===== src/rtl/dmem_ctrl.sv =====
// dmem_ctrl: data-memory controller with a one-entry write buffer, load forwarding and request timeout
module dmem_ctrl #(
  parameter int unsigned TIMEOUT = 255
) (
  input  logic        clk_i,
  input  logic        rst_i,
  input  logic        rd_i,
  input  logic        wr_i,
  input  logic [31:0] addr_i,
  input  logic [31:0] wdata_i,
  output logic        stall_o,
  output logic [31:0] rdata_o,
  output logic        rvalid_o,
  output logic        mem_req_o,
  output logic        mem_we_o,
  output logic [31:0] mem_addr_o,
  output logic [31:0] mem_wdata_o,
  input  logic        mem_ack_i,
  input  logic [31:0] mem_rdata_i,
  output logic        err_o
);
  localparam int CW = (TIMEOUT > 255) ? $clog2(TIMEOUT + 1) : 8;
  typedef enum logic [1:0] {IDLE, WDRAIN, RD, RDONE} state_e;
  state_e          state_q, state_d;
  logic            wb_valid_q, wb_valid_d;
  logic [31:0]     wb_addr_q, wb_addr_d;
  logic [31:0]     wb_data_q, wb_data_d;
  logic [31:0]     rdata_q, rdata_d;
  logic [CW-1:0]   cnt_q, cnt_d;
  logic            err_q, err_d;
  logic            ld, hit, ack, tmo;
  // a simultaneous load+store is treated as a store only
  assign ld        = rd_i & ~wr_i;
  assign hit       = ld & wb_valid_q & (addr_i[31:2] == wb_addr_q[31:2]);
  assign mem_req_o = (state_q == WDRAIN) | (state_q == RD);
  assign ack       = mem_req_o & mem_ack_i;
  assign tmo       = mem_req_o & ~mem_ack_i & (cnt_q == CW'(TIMEOUT - 1));
  assign err_o     = err_q;
  // memory-side and pipeline-side outputs derived from state and buffer
  always_comb begin
    mem_we_o    = state_q == WDRAIN;
    mem_addr_o  = (state_q == WDRAIN) ? wb_addr_q : (state_q == RD) ? addr_i : '0;
    mem_wdata_o = (state_q == WDRAIN) ? wb_data_q : '0;
    stall_o     = ~rst_i & ((wr_i & wb_valid_q) | (ld & ~hit & (state_q != RDONE)));
    rvalid_o    = ~rst_i & ld & (hit | (state_q == RDONE));
    rdata_o     = (hit && state_q != RDONE) ? wb_data_q : rdata_q;
  end
  // next-state: drain buffer first, then capture stores or issue load misses
  always_comb begin
    state_d    = state_q;
    wb_valid_d = wb_valid_q;
    wb_addr_d  = wb_addr_q;
    wb_data_d  = wb_data_q;
    rdata_d    = rdata_q;
    cnt_d      = '0;
    err_d      = err_q | (rd_i & wr_i) | tmo;
    unique case (state_q)
      IDLE: begin
        if (wb_valid_q) begin
          state_d = WDRAIN;
        end else if (wr_i) begin
          wb_valid_d = 1'b1;
          wb_addr_d  = addr_i;
          wb_data_d  = wdata_i;
        end else if (ld) begin
          state_d = RD;
        end
      end
      WDRAIN: begin
        if (ack | tmo) begin
          wb_valid_d = 1'b0;
          state_d    = IDLE;
        end else begin
          cnt_d = cnt_q + 1'b1;
        end
      end
      RD: begin
        if (ack | tmo) begin
          rdata_d = ack ? mem_rdata_i : '0;
          state_d = RDONE;
        end else begin
          cnt_d = cnt_q + 1'b1;
        end
      end
      RDONE: state_d = IDLE;
    endcase
  end
  // state registers, asynchronously cleared
  always_ff @(posedge clk_i or posedge rst_i) begin
    if (rst_i) begin
      state_q    <= IDLE;
      wb_valid_q <= 1'b0;
      wb_addr_q  <= '0;
      wb_data_q  <= '0;
      rdata_q    <= '0;
      cnt_q      <= '0;
      err_q      <= 1'b0;
    end else begin
      state_q    <= state_d;
      wb_valid_q <= wb_valid_d;
      wb_addr_q  <= wb_addr_d;
      wb_data_q  <= wb_data_d;
      rdata_q    <= rdata_d;
      cnt_q      <= cnt_d;
      err_q      <= err_d;
    end
  end
endmodule


===== config.mk =====
export PLATFORM = sky130hd
export DESIGN_NAME = dmem_ctrl
export DESIGN_NICKNAME = d
export VERILOG_FILES = /design/src/rtl/dmem_ctrl.sv
export SDC_FILE = /design/constraint.sdc
export NUM_CORES = 1
export LEC_CHECK = 0
export CAP_MARGIN = 20
export CORE_AREA = 10 10 134 112
export CTS_CLUSTER_SIZE = 14
export DETAILED_ROUTE_END_ITERATION = 12
export DIE_AREA = 0 0 144 122
export GPL_ROUTABILITY_DRIVEN = 0
export GPL_TIMING_DRIVEN = 0
export HOLD_SLACK_MARGIN = 0.08
export PLACE_DENSITY = 0.82
export SYNTH_ARGS = -nofsm -noshare
export SYNTH_HDL_FRONTEND = slang
export SYNTH_SLANG_ARGS = --single-unit

===== constraint.sdc =====
create_clock -name clk_i -period 7 [get_ports clk_i]
set_input_delay 2.1 -clock clk_i [delete_from_list [all_inputs] [get_ports clk_i]]
set_output_delay 2.1 -clock clk_i [all_outputs]
set_load 0.005 [all_outputs]

# Yosys cells after proc, flatten, opt, wreduce, memory -nomap -nowiden

Index checks and enable logic that the tools add are counted.

Bits in registers: 108
Input port bits: 101
Output and inout port bits: 101
Logic and storage cells: 67

Add/subtract/negate cells: 1
Eq/ne operators: 10
Muxes and demuxes: 17
Bitwise operators: 24
Reductions and logical operators: 8

Operators with widths:

| cell                                                             | count |
|---|---|
| 32-bit two-way mux                                               | 5 |
| 30-bit == test                                                   | 1 |
| 8-bit two-way mux                                                | 2 |
| 1-bit bitwise AND                                                | 13 |
| 2-bit two-way mux                                                | 5 |
| 8-bit by 1-bit adder with 8-bit output (second input constant)   | 1 |
| 8-bit == test (second input constant)                            | 1 |
| 2-bit case mux with 4 select lines                               | 1 |
| 3-bit != test (second input constant)                            | 2 |
| 1-bit OR                                                         | 6 |
| 1-bit NOT                                                        | 5 |
| 2-bit == test (second input constant)                            | 2 |
| 2-bit by 1-bit != test with 1-bit output (second input constant) | 2 |
| 2-bit AND reduction                                              | 2 |
| 4-bit AND reduction                                              | 1 |
| 1-bit two-way mux                                                | 3 |
| 3-bit AND reduction                                              | 1 |
| 2-bit by 1-bit == test with 1-bit output (second input constant) | 1 |
| 2-bit zero test                                                  | 1 |
| 2-bit != test (second input constant)                            | 1 |
| 1-bit case mux with 2 select lines                               | 1 |
| 2-bit nonzero test                                               | 1 |
| 2-bit OR reduction                                               | 1 |
| 1-bit logical AND                                                | 1 |

# Logic depth before layout (Yosys ltp)

Gate-level depths: netlist (run 1).

Depth in word-level cells: 9
Mapped depth: 7
Gate-level depth less buffers: 6

# Least setup slack after synthesis (run 1)

Ideal clock, no wire load.

Kind: in2out
From: input port rst_i
To: output port stall_o
Data arrival time: 4.686 ns
Setup slack: 0.214 ns
Stages on the path: 3
Path buffers: 0
Cell sequence: inv_1 nand3_1 o41ai_1

Word-level cells in the longest chain between the ends: 2

Ends and longest elaborated chain:

| element           | RTL line | text |
|---|---|---|
| start, declared   | 6        | `input logic rst_i,` |
| 1-bit NOT         | 44       | `stall_o = ~rst_i & ((wr_i & wb_valid_q) \| (ld & ~hit & (state_q != RDONE)));` |
| 1-bit bitwise AND | 44       |  |
| end, declared     | 11       | `output logic stall_o,` |

No other way between the ends.

# Worst setup path after layout (run 1)

From: input port wr_i
To: output port rdata_o[9]

Word-level cells in the longest chain between the ends: 6

Ends and longest elaborated chain:

| element                        | RTL line | text |
|---|---|---|
| start, declared                | 8        | `input logic wr_i,` |
| 1-bit NOT                      | 33       | `assign ld = rd_i & ~wr_i;` |
| 1-bit bitwise AND              | 33       |  |
| 1-bit bitwise AND (2 in a row) | 34       | `assign hit = ld & wb_valid_q & (addr_i[31:2] == wb_addr_q[31:2]);` |
| 1-bit logical AND              | 46       | `rdata_o = (hit && state_q != RDONE) ? wb_data_q : rdata_q;` |
| 32-bit two-way mux             | 46       |  |
| end, declared                  | 12       | `output logic [31:0] rdata_o,` |

No other way between the ends.

==> tab_implementation.tex, run 1 <==
\begin{tabular}{lr}
\hline
Metric & Value \\
\hline
\multicolumn{2}{l}{\textbf{Status}} \\
Outcome & completed \\
\multicolumn{2}{l}{\textbf{Clock tree}} \\
\# hold bufs at CTS & 0 \\
Clock net sink count & 108 \\
Number of buffers created by CTS & 9 \\
Clk Tree Root Cell & clkbuf\_16 \\
Reg clk slew, reported paths & 70 ps \\
CTS H-tree lvls & 3 \\
Latest clock arrival within the worst-skew pair & 350 ps \\
CTS tree & done \\
Clock tree buffer depth & 2 \\
\multicolumn{2}{l}{\textbf{Worst setup path}} \\
Critical-path maximum fanout & 10 \\
Category of the worst setup path launch point & input pin \\
Category of the most critical setup path & input pin to output port \\
Start point of the critical path & wr\_i \\
Endpoint kind of the worst setup timing path & output port \\
Arrival time at the worst endpoint & 4750 ps \\
Worst R2R Path Depth & 6 \\
Critical path data required time & 4900 ps \\
Startpoint of the worst-slack reg-to-reg timing path & state\_q[0] \\
\multicolumn{2}{l}{\textbf{Pwr}} \\
Pwr/cell area & 407 mW/mm2 \\
Max VDD drop & 0.000211 V \\
Leakage power of the design & 0.00341 uW \\
Overall power after layout & 3290 uW \\
\multicolumn{2}{l}{\textbf{Logic synthesis}} \\
Yosys reg bits & 108 \\
Cell variety after synth & 29 \\
Synth Instances & 444 \\
Post-Syn Nets & 551 \\
Sequential cell area fraction in the yosys report & 49.7\% \\
Ys Warns & 0 \\
Mean Syn Cell Area & 12.3 um2 \\
Post-synthesis instance area & 0.00544 mm2 \\
\multicolumn{2}{l}{\textbf{Detailed routing}} \\
Via-per-instance ratio & 5.34 \\
DRC violation count after routing & 0 \\
Number of optimization iterations in the first detailed-route pass & 4 \\
Detail Route Antenna Nets & 0 \\
DRC marker count from the first detailed-route iteration & 281 \\
Vias & 4365 \\
Final WL & 17100 um \\
Post-DR wirelength/cell & 20.9 um \\
\multicolumn{2}{l}{\textbf{Die}} \\
Die area & 0.0176 mm2 \\
Number of rows in the core area & 37 \\
Y dimension of the die & 122 um \\
Boundary pin count & 202 \\
Horizontal die dimension & 144 um \\
Area of the placeable core & 0.0125 mm2 \\
Initial standard-cell utilization of the core & 43.7\% \\
\multicolumn{2}{l}{\textbf{STA}} \\
Hold Fails Final Rpt & 0 \\
Setup repair after global routing missed its margin & no \\
Final setup violating endpoints & 0 \\
Worst slew pin tran & 725 ps \\
Max transition margin & 51.6\% \\
Number of pins with negative max-slew slack in the final report & 0 \\
Post-layout minimum cycle time & 6850 ps \\
Layout Skew & 5.95 ps \\
Slack of the critical path & 147 ps \\
Upper clock frequency limit & 146 MHz \\
Period utilisation layout & 97.9\% \\
\multicolumn{2}{l}{\textbf{GRT}} \\
Initial antenna violation count & 0 \\
Maximum number of pins on one net before global-route repair & 69 \\
Via count of the first global-routing pass & 4623 \\
Global-route wire length before repair & 26000 um \\
Total gr overflow & 0 \\
Total Routing Usage GR & 18.9\% \\
\multicolumn{2}{l}{\textbf{Finish}} \\
Number of nets at the end of the flow & 765 \\
N\_diodes & 0 \\
Most common cell after layout, fill and taps aside & clkdlybuf4s50\_1 \\
Post-layout instance count excluding filler cells & 818 \\
Fraction of final layout cells sized beyond drive strength 1 & 18.6\% \\
Most frequent cells in the layout & clkdlybuf4s50\_1, dfrtp\_1, mux2\_2 \\
Fillers & 957 \\
Area growth, synth to finish & 48.5\% \\
\multicolumn{2}{l}{\textbf{Worst hold path}} \\
Class of the most critical hold timing path & flop to flop \\
Beginning of the worst hold path & err\_o \\
Worst Hold Depth & 2 \\
\multicolumn{2}{l}{\textbf{Placed design}} \\
Port Buffer Count & 201 \\
Sum of net half-perimeters after detailed placement & 13000 um \\
Post-Place Cells & 802 \\
Post-placement worst setup slack & -142 ps \\
\multicolumn{2}{l}{\textbf{Job}} \\
Max capacitance violation total & 0 \\
\hline
\end{tabular}
## layout make-up
class                   count  area [um2]  share of cell area [%]
flip-flops and latches    108        2700                    33.4
multi-input cells         303        2620                    32.5
repair buffers            203        2050                    25.4
clock buffers               9         225                    2.79
well taps                 156         195                    2.41
clock inverters             6         136                    1.69
plain buffers              29         131                    1.63
inverters                   4        17.5                   0.217
## cell usage after synthesis, drive strengths merged
library cell	n	share of area [%]
mux2i	1	0.18
clkbuf	26	1.8
and4	2	0.32
nand2	20	1.4
and3	2	0.23
nand4	3	0.34
nand3	5	0.46
dfrtp	108	50
inv	4	0.28
o2bb2a	1	0.18
o21ai	9	0.83
nor2b	1	0.12
o2bb2ai	1	0.16
and2	32	3.7
xnor2	4	0.64
a22o	58	9.3
nand3b	2	0.28
a21oi	3	0.28
xor2	32	5.2
o41ai	1	0.16
mux2	96	20
ha	6	1.4
nand2b	1	0.25
nor2	12	0.83
o21a	2	0.28
nor4	9	1.3
buf	3	0.62
## cell families (layout without fill, tap and decap cells)
group | after synthesis | in the layout | share of synthesized area (%)
compound gates | 75 | 75 | 11.2
buf+inv | 33 | 251 | 2.69
simple gates | 89 | 89 | 9.20
fa+ha+maj | 6 | 6 | 1.38
xor+xnor | 36 | 36 | 5.79
mux | 97 | 97 | 20.1
flops | 108 | 108 | 49.7
## through the flow
step	cell area, um2	utilization (%)	setup TNS, ps	hold slack [ps]
2_1_floorplan	5440	-	0	463
3_3_place_gp	7650	61.4	-6320	465
3_5_place_dp	7680	61.7	-3520	471
4_1_cts	8050	64.7	0	489
5_1_grt	8080	64.9	0	496
6_report	8080	64.9	0	490
## critical path, cell delays in order
cell and delay [ps]:
clkdlybuf4s50_1 490, nand2b_4 200, nor4_2 290, nand3_1 210, nor4_4 300, buf_6 170, buf_6 160, mux2_2 340
clkdlybuf4s50_1 480
## per-layer routing
layer  vias to the layer above  part of all wire (%)  wire length, um  track usage (%)
li1                       2018                     -                -                -
met5                         -                     0                0                0
met4                         0                   1.3              229             4.20
met2                       162                    48             8140             30.0
met3                        18                   9.9             1690             7.93
met1                      2167                    41             7000             23.7
## sequential cells by signal (all words and copies together) (netlist names)
signal	count
state_q	2
cnt_q	8
wb_data_q	32
err_o	1
wb_addr_q	32
rdata_q	32
wb_valid_q	1
## power by group
group	internal (uW)	total, uW	switching, uW
clock network	385	618	232
registers	910	1120	213
logic	934	1550	619
total	2230	3290	1060
## what timing repair did
action,in CTS,in global routing
resized for setup,1,5
endpoints found under the setup margin,30,30
gates cloned,0,0
buffers inserted,1,0
pin swaps,1,3
## final timing paths
path	to	slack (ps)
max in group asynchronous	wb_data_q[17]	4080
worst max register to register	wb_addr_q[12]	4450
min in group asynchronous	wb_addr_q[19]	2210
worst max-delay path	rdata_o[9]	150
worst min-delay path	err_o	490
worst min register to register	err_o	490
Note: power is estimated with default switching activity, not from simulation.
==> run 2, diff against run 1 <==
Settings changed: ABC_CLOCK_PERIOD_IN_PS from default to 7000.
==> results of run 2 <==
Final layout, timing and power as in run 1 (identical DEF).
